**src/rtl/systolic_feed_ctrl.sv**
```systemverilog
// Feeder/sequencer for an NxN systolic array: banks one A and one B matrix, then streams skewed lanes.
// Optional completed-job counter is enabled by defining SYS_JOB_CNT_EN.
module systolic_feed_ctrl #(
  parameter int N         = 4,
  parameter int DATA_W    = 8,
  parameter int DRAIN_CYC = 4
) (
  input  logic                  i_clock,
  input  logic                  i_reset,
  input  logic                  i_wr_en,
  input  logic                  i_wr_sel,
  input  logic [$clog2(N)-1:0]  i_wr_idx,
  input  logic [N*DATA_W-1:0]   i_wr_data,
  input  logic                  i_start,
  output logic [N*DATA_W-1:0]   o_a_full,
  output logic [N*DATA_W-1:0]   o_b_full,
  output logic                  o_array_clr,
  output logic                  o_busy,
  output logic                  o_done,
  output logic [15:0]           o_job_cnt
);

  localparam int IW = $clog2(N);
  localparam int TW = $clog2(2*N-1);
  localparam int DW = (DRAIN_CYC > 1) ? $clog2(DRAIN_CYC) : 1;
  localparam logic [TW-1:0] T_LAST = TW'(2*N-2);
  localparam logic [DW-1:0] D_LAST = DW'(DRAIN_CYC-1);

  typedef enum logic [2:0] {S_IDLE, S_CLEAR, S_FEED, S_DRAIN, S_DONE} state_t;

  state_t              r_state, w_state_next;
  logic [TW-1:0]       r_t, w_t_next;
  logic [DW-1:0]       r_d, w_d_next;
  logic [DATA_W-1:0]   r_a [N][N];
  logic [DATA_W-1:0]   r_b [N][N];
  logic [N*DATA_W-1:0] r_a_full, r_b_full;
  logic [N*DATA_W-1:0] w_a_lane, w_b_lane;
  logic                w_load;

  always_ff @(posedge i_clock or posedge i_reset) begin
    if (i_reset) begin
      r_state <= S_IDLE;
      r_t     <= '0;
      r_d     <= '0;
    end else begin
      r_state <= w_state_next;
      r_t     <= w_t_next;
      r_d     <= w_d_next;
    end
  end

  always_comb begin
    w_state_next = r_state;
    w_t_next     = r_t;
    w_d_next     = r_d;
    case (r_state)
      S_IDLE:  if (i_start) w_state_next = S_CLEAR;
      S_CLEAR: begin
        w_state_next = S_FEED;
        w_t_next     = '0;
      end
      S_FEED: begin
        if (r_t == T_LAST) begin
          w_state_next = S_DRAIN;
          w_d_next     = '0;
        end else begin
          w_t_next = r_t + 1'b1;
        end
      end
      S_DRAIN: begin
        if (r_d == D_LAST) w_state_next = S_DONE;
        else               w_d_next = r_d + 1'b1;
      end
      S_DONE:  w_state_next = S_IDLE;
      default: w_state_next = S_IDLE;
    endcase
  end

  // Banks only change in IDLE, so a job always sees a stable matrix pair.
  assign w_load = i_wr_en && (r_state == S_IDLE);

  always_ff @(posedge i_clock or posedge i_reset) begin
    if (i_reset) begin
      for (int r = 0; r < N; r++) begin
        for (int c = 0; c < N; c++) begin
          r_a[r][c] <= '0;
          r_b[r][c] <= '0;
        end
      end
    end else if (w_load) begin
      for (int k = 0; k < N; k++) begin
        if (!i_wr_sel) r_a[i_wr_idx][k] <= i_wr_data[k*DATA_W +: DATA_W];
        else           r_b[k][i_wr_idx] <= i_wr_data[k*DATA_W +: DATA_W];
      end
    end
  end

  // Lane gi carries element index k = t - gi. When t < gi the subtraction wraps with the top
  // bit set, so the single "k < N" test also rejects the leading edge of the diagonal band.
  for (genvar gi = 0; gi < N; gi++) begin : g_lane
    logic [TW:0] w_k;
    logic        w_in;
    assign w_k  = {1'b0, w_t_next} - (TW+1)'(gi);
    assign w_in = (w_k < (TW+1)'(N));
    assign w_a_lane[gi*DATA_W +: DATA_W] = w_in ? r_a[gi][w_k[IW-1:0]] : '0;
    assign w_b_lane[gi*DATA_W +: DATA_W] = w_in ? r_b[w_k[IW-1:0]][gi] : '0;
  end

  always_ff @(posedge i_clock or posedge i_reset) begin
    if (i_reset) begin
      r_a_full <= '0;
      r_b_full <= '0;
    end else if (w_state_next == S_FEED) begin
      r_a_full <= w_a_lane;
      r_b_full <= w_b_lane;
    end else begin
      r_a_full <= '0;
      r_b_full <= '0;
    end
  end

  assign o_a_full    = r_a_full;
  assign o_b_full    = r_b_full;
  assign o_array_clr = (r_state == S_CLEAR);
  assign o_busy      = (r_state != S_IDLE);
  assign o_done      = (r_state == S_DONE);

`ifdef SYS_JOB_CNT_EN
  logic [15:0] r_job_cnt;
  always_ff @(posedge i_clock or posedge i_reset) begin
    if (i_reset)                r_job_cnt <= '0;
    else if (r_state == S_DONE) r_job_cnt <= r_job_cnt + 16'd1;
  end
  assign o_job_cnt = r_job_cnt;
`else
  assign o_job_cnt = 16'd0;
`endif

endmodule

```
**config.mk**
```make
export PLATFORM = sky130hd
export DESIGN_NAME = systolic_feed_ctrl
export DESIGN_NICKNAME = d
export VERILOG_FILES = /design/src/rtl/systolic_feed_ctrl.sv
export SDC_FILE = /design/constraint.sdc
export NUM_CORES = 1
export LEC_CHECK = 0
export ABC_CLOCK_PERIOD_IN_PS = 13100
export BUFFER_PORTS_ARGS = -buffer_cell sky130_fd_sc_hd__buf_2
export CORE_ASPECT_RATIO = 0.6
export CORE_MARGIN = 4
export CORE_UTILIZATION = 35
export CTS_BUF_LIST = sky130_fd_sc_hd__clkbuf_16
export DETAILED_ROUTE_END_ITERATION = 8
export GPL_TIMING_DRIVEN = 0
export PLACE_DENSITY = 0.59
export SETUP_SLACK_MARGIN = 0.3
export SYNTH_ARGS = -nofsm -noshare
export SYNTH_HDL_FRONTEND = slang
export SYNTH_SLANG_ARGS = --single-unit
export TNS_END_PERCENT = 30
```
**constraint.sdc**
```tcl
create_clock -name i_clock -period 13.1 [get_ports i_clock]
set_clock_uncertainty 0.15 [all_clocks]
set_input_delay 2.62 -clock i_clock [delete_from_list [all_inputs] [get_ports i_clock]]
set_output_delay 2.62 -clock i_clock [all_outputs]
set_load 0.005 [all_outputs]
```
==> flow_summary.ini <==
[cells_and_area]
fin_nets = 1172
area.growth.synth_to_final_pct = 16.14
area_of_the_multi_input_gates_mm2 = 0.005441
regArea_mm2 = 0.008208
post_route_cells_drive_above_1_share_pct = 42.11
num-fill-cells = 3706

[clock_network]
cts.repair_timing.setup_buffer_count = 0
tritoncts = yes
cts.clk_slew.worst_paths_ps = 60
post_cts_resized = 0
cts_buffer_depth = 3
clock_latency_ps = 570
cts_root_buf = clkbuf_16
cts_hold_buffers_added = 0
cts-buffers-inserted = 31
clock_sinks = 328
cts_max_level = 1

[pwr]
power.static_leakage_nw = 7.998
peakVddDrop_mv = 0.1692
power_mw = 4.432
powerDensity_mw_per_mm2 = 269.4

[floorplanning]
die_h_um = 163.8
placement_rows = 56
ioPinCount = 122
die_w_um = 267.7
die_area_mm2 = 0.04385
starting_density_of_the_core_pct = 35.84
coreArea_mm2 = 0.03952

[status]
status = finished, final reports clean

[placement]
globalplace.congestion = 0.8147
detailed_place_hpwl_mm = 27.02
port_buffers = 103

[worst_setup_path]
worst-path-max-fanout = 12
crit_path_top_delay_cell = clkbuf_1
timing.setup.critical_path_class = reg2reg
worstPathRequired_ps = 13380
crit_path_end_kind = flip-flop
cp_cell_sequence = inv_1 > ha_1 > nor2_1 > a221oi_2 > buf_4 > buf_12 > buf_4 > inv_1 > ha_1 > buf_1 > clkbuf_1 > mux4_2 > nor3b_1
slowest_delay_ps = 680
crit_arrival_ps = 4730
crit_path_start_kind = flip-flop

[routing]
detail_route.wirelength_mm = 40.25
initialDrtViolationCount = 637
drt_pass1_iterations = 5
route.vias.total = 8688
antenna_violating_nets_post_route = 0
detail_route.wl_per_cell_um = 24.09
route.detailed.drc = 0
route.detailed.vias_per_inst = 5.199

[sta]
tightest_slew_ps = 944.6
worst_slew_margin_rel_pct = 36.58
timing.final.crit_share_pct = 33.95
totalNegativeSetupSlack_ps = 0
maxSlewViolCount = 0
maxClockFrequency_mhz = 224.8
final_period_minus_worst_setup_slack_ps = 4448
rsz0062_at_grt = no
finalSetupViolCount = 0
timing_hold_violations_final = 0

[synth]
yosysUniqueCellTypes = 45
synth-async-reset-ratio_pct = 100.0
yosys_warnings = 0
sequential_area_share_after_synthesis_pct = 57.95
synth_top_cells_by_area = dfrtp_1 (58%), mux2_2 (20%), a211oi_1 (5.0%)
ys_seq_elements = 328
synth.largest_area_cell = dfrtp_1
most_numerous_cell_in_the_yosys_netlist = dfrtp_1
post_synthesis_cell_area_mm2 = 0.01416
yosys_most_used_dff = dfrtp_1
synthCells = 971
synthesis.area_per_instance_um2 = 14.59
post_synth_edffs = 0
synth_top_cells_by_count = dfrtp_1 (328), mux2_2 (257), a211oi_1 (94)
netlist.area_leader.share_pct = 57.95

[worst_hold_path]
hold_path.class = reg2reg

[flow_run]
max_cap_violations = 0

[global_route]
grt_pass1_vias = 8933
grt_antenna_before_repair = 8
global_route_wire_length_before_repair_mm = 60.35
grt_max_degree = 116
grt.total_usage_pct = 18.54
leftover_overflow_at_the_end_of_global_routing = 0
kinds of logic (layout without fill, tap and decap cells):
kind of cell,count (synthesis),count (layout),share of synthesized area [%]
simple gates,107,107,4.691
fa+ha+maj,8,8,0.7067
other cells,1,18,0.02648
xor+xnor,1,1,0.06185
compound gates,112,112,6.069
buf+inv,92,253,4.028
flops,328,328,57.95
mux,322,322,26.47
final timing paths:
path	slack, ps	end	from	cells past startpoint
setup / recovery	8650	o_b_full[14]	r_t[0]	13
setup reg to reg	8650	o_b_full[14]	r_t[0]	13
hold / removal	350	r_b[61]	r_b[61]	1
hold reg to reg	350	r_b[61]	r_b[61]	1
max in group asynchronous	9730	r_a[36]	i_reset	4
min in group asynchronous	1890	r_b[12]	i_reset	2
per-layer routing:
metal  vias to the layer above  routed length [µm]  GRT usage (%)
met4                         0                 607          2.839
li1                       3804                   -              -
met2                       250               17690          27.71
met5                         -                   0              0
met3                        47                2854          4.656
met1                      4587               19090          27.85
cell type report:
class	instances	area share, %
Antenna cell	2	0.03043
Buffer	82	3.210
Clock buffer	31	4.716
Clock inverter	24	1.156
Inverter	10	0.3043
Multi-Input combinational cell	566	33.08
Sequential cell	328	49.90
Tap cell	522	3.970
Timing Repair Buffer	106	3.636
cell usage in the layout (no fill, tap or decap), types with 4 or more instances in the layout:
cell type  instances
clkinv_2           7
mux4_2            15
clkbuf_16         31
nor3b_1           16
mux2_2           257
inv_1             14
and2_1             5
buf_12             4
nand2_1           10
nor2_1             9
mux2i_1           49
buf_1              9
clkbuf_1          21
buf_4             23
buf_2            122
clkinv_1           7
a211oi_1          94
nor2b_1           49
conb_1            16
ha_1               8
dfrtp_1          328
buf_6              4
metrics by stage:
stage	instance area [µm²]	util [%]	hold slack, ps	worst slack (ps)	cells
4_1_cts	16440	41.61	349.1	8616	1669
5_1_grt	16440	41.61	358.8	8414	1669
3_5_place_dp	15480	39.17	334.7	8526	1614
2_1_floorplan	14220	-	321.1	1247	986
6_report	16450	41.63	349.5	8652	1671
3_3_place_gp	15390	38.94	329.1	-2471	1611
flip-flops by register name, indices dropped and copies added, names as in the netlist:
signal    count
r_a         128
o_a_full     32
r_t           3
o_b_full     32
r_d           2
r_state       3
r_b         128
power by group:
group / internal (mW) / switching, mW
sequential: 1.42 / 0.187
combinational: 0.861 / 1.09
clock: 0.487 / 0.393
total: 2.76 / 1.67
worst max-delay path: cells and delay by family, from the launching register on:
kind | cells | cell delay, ps
buffers and inverters | 7 | 2050
and+or+nand+nor | 2 | 190
adders and majority gates | 2 | 570
AOI/OAI and AO/OA | 1 | 340
DFF | 1 | 420
muxes | 1 | 600
(Power assumes the default switching activity.)
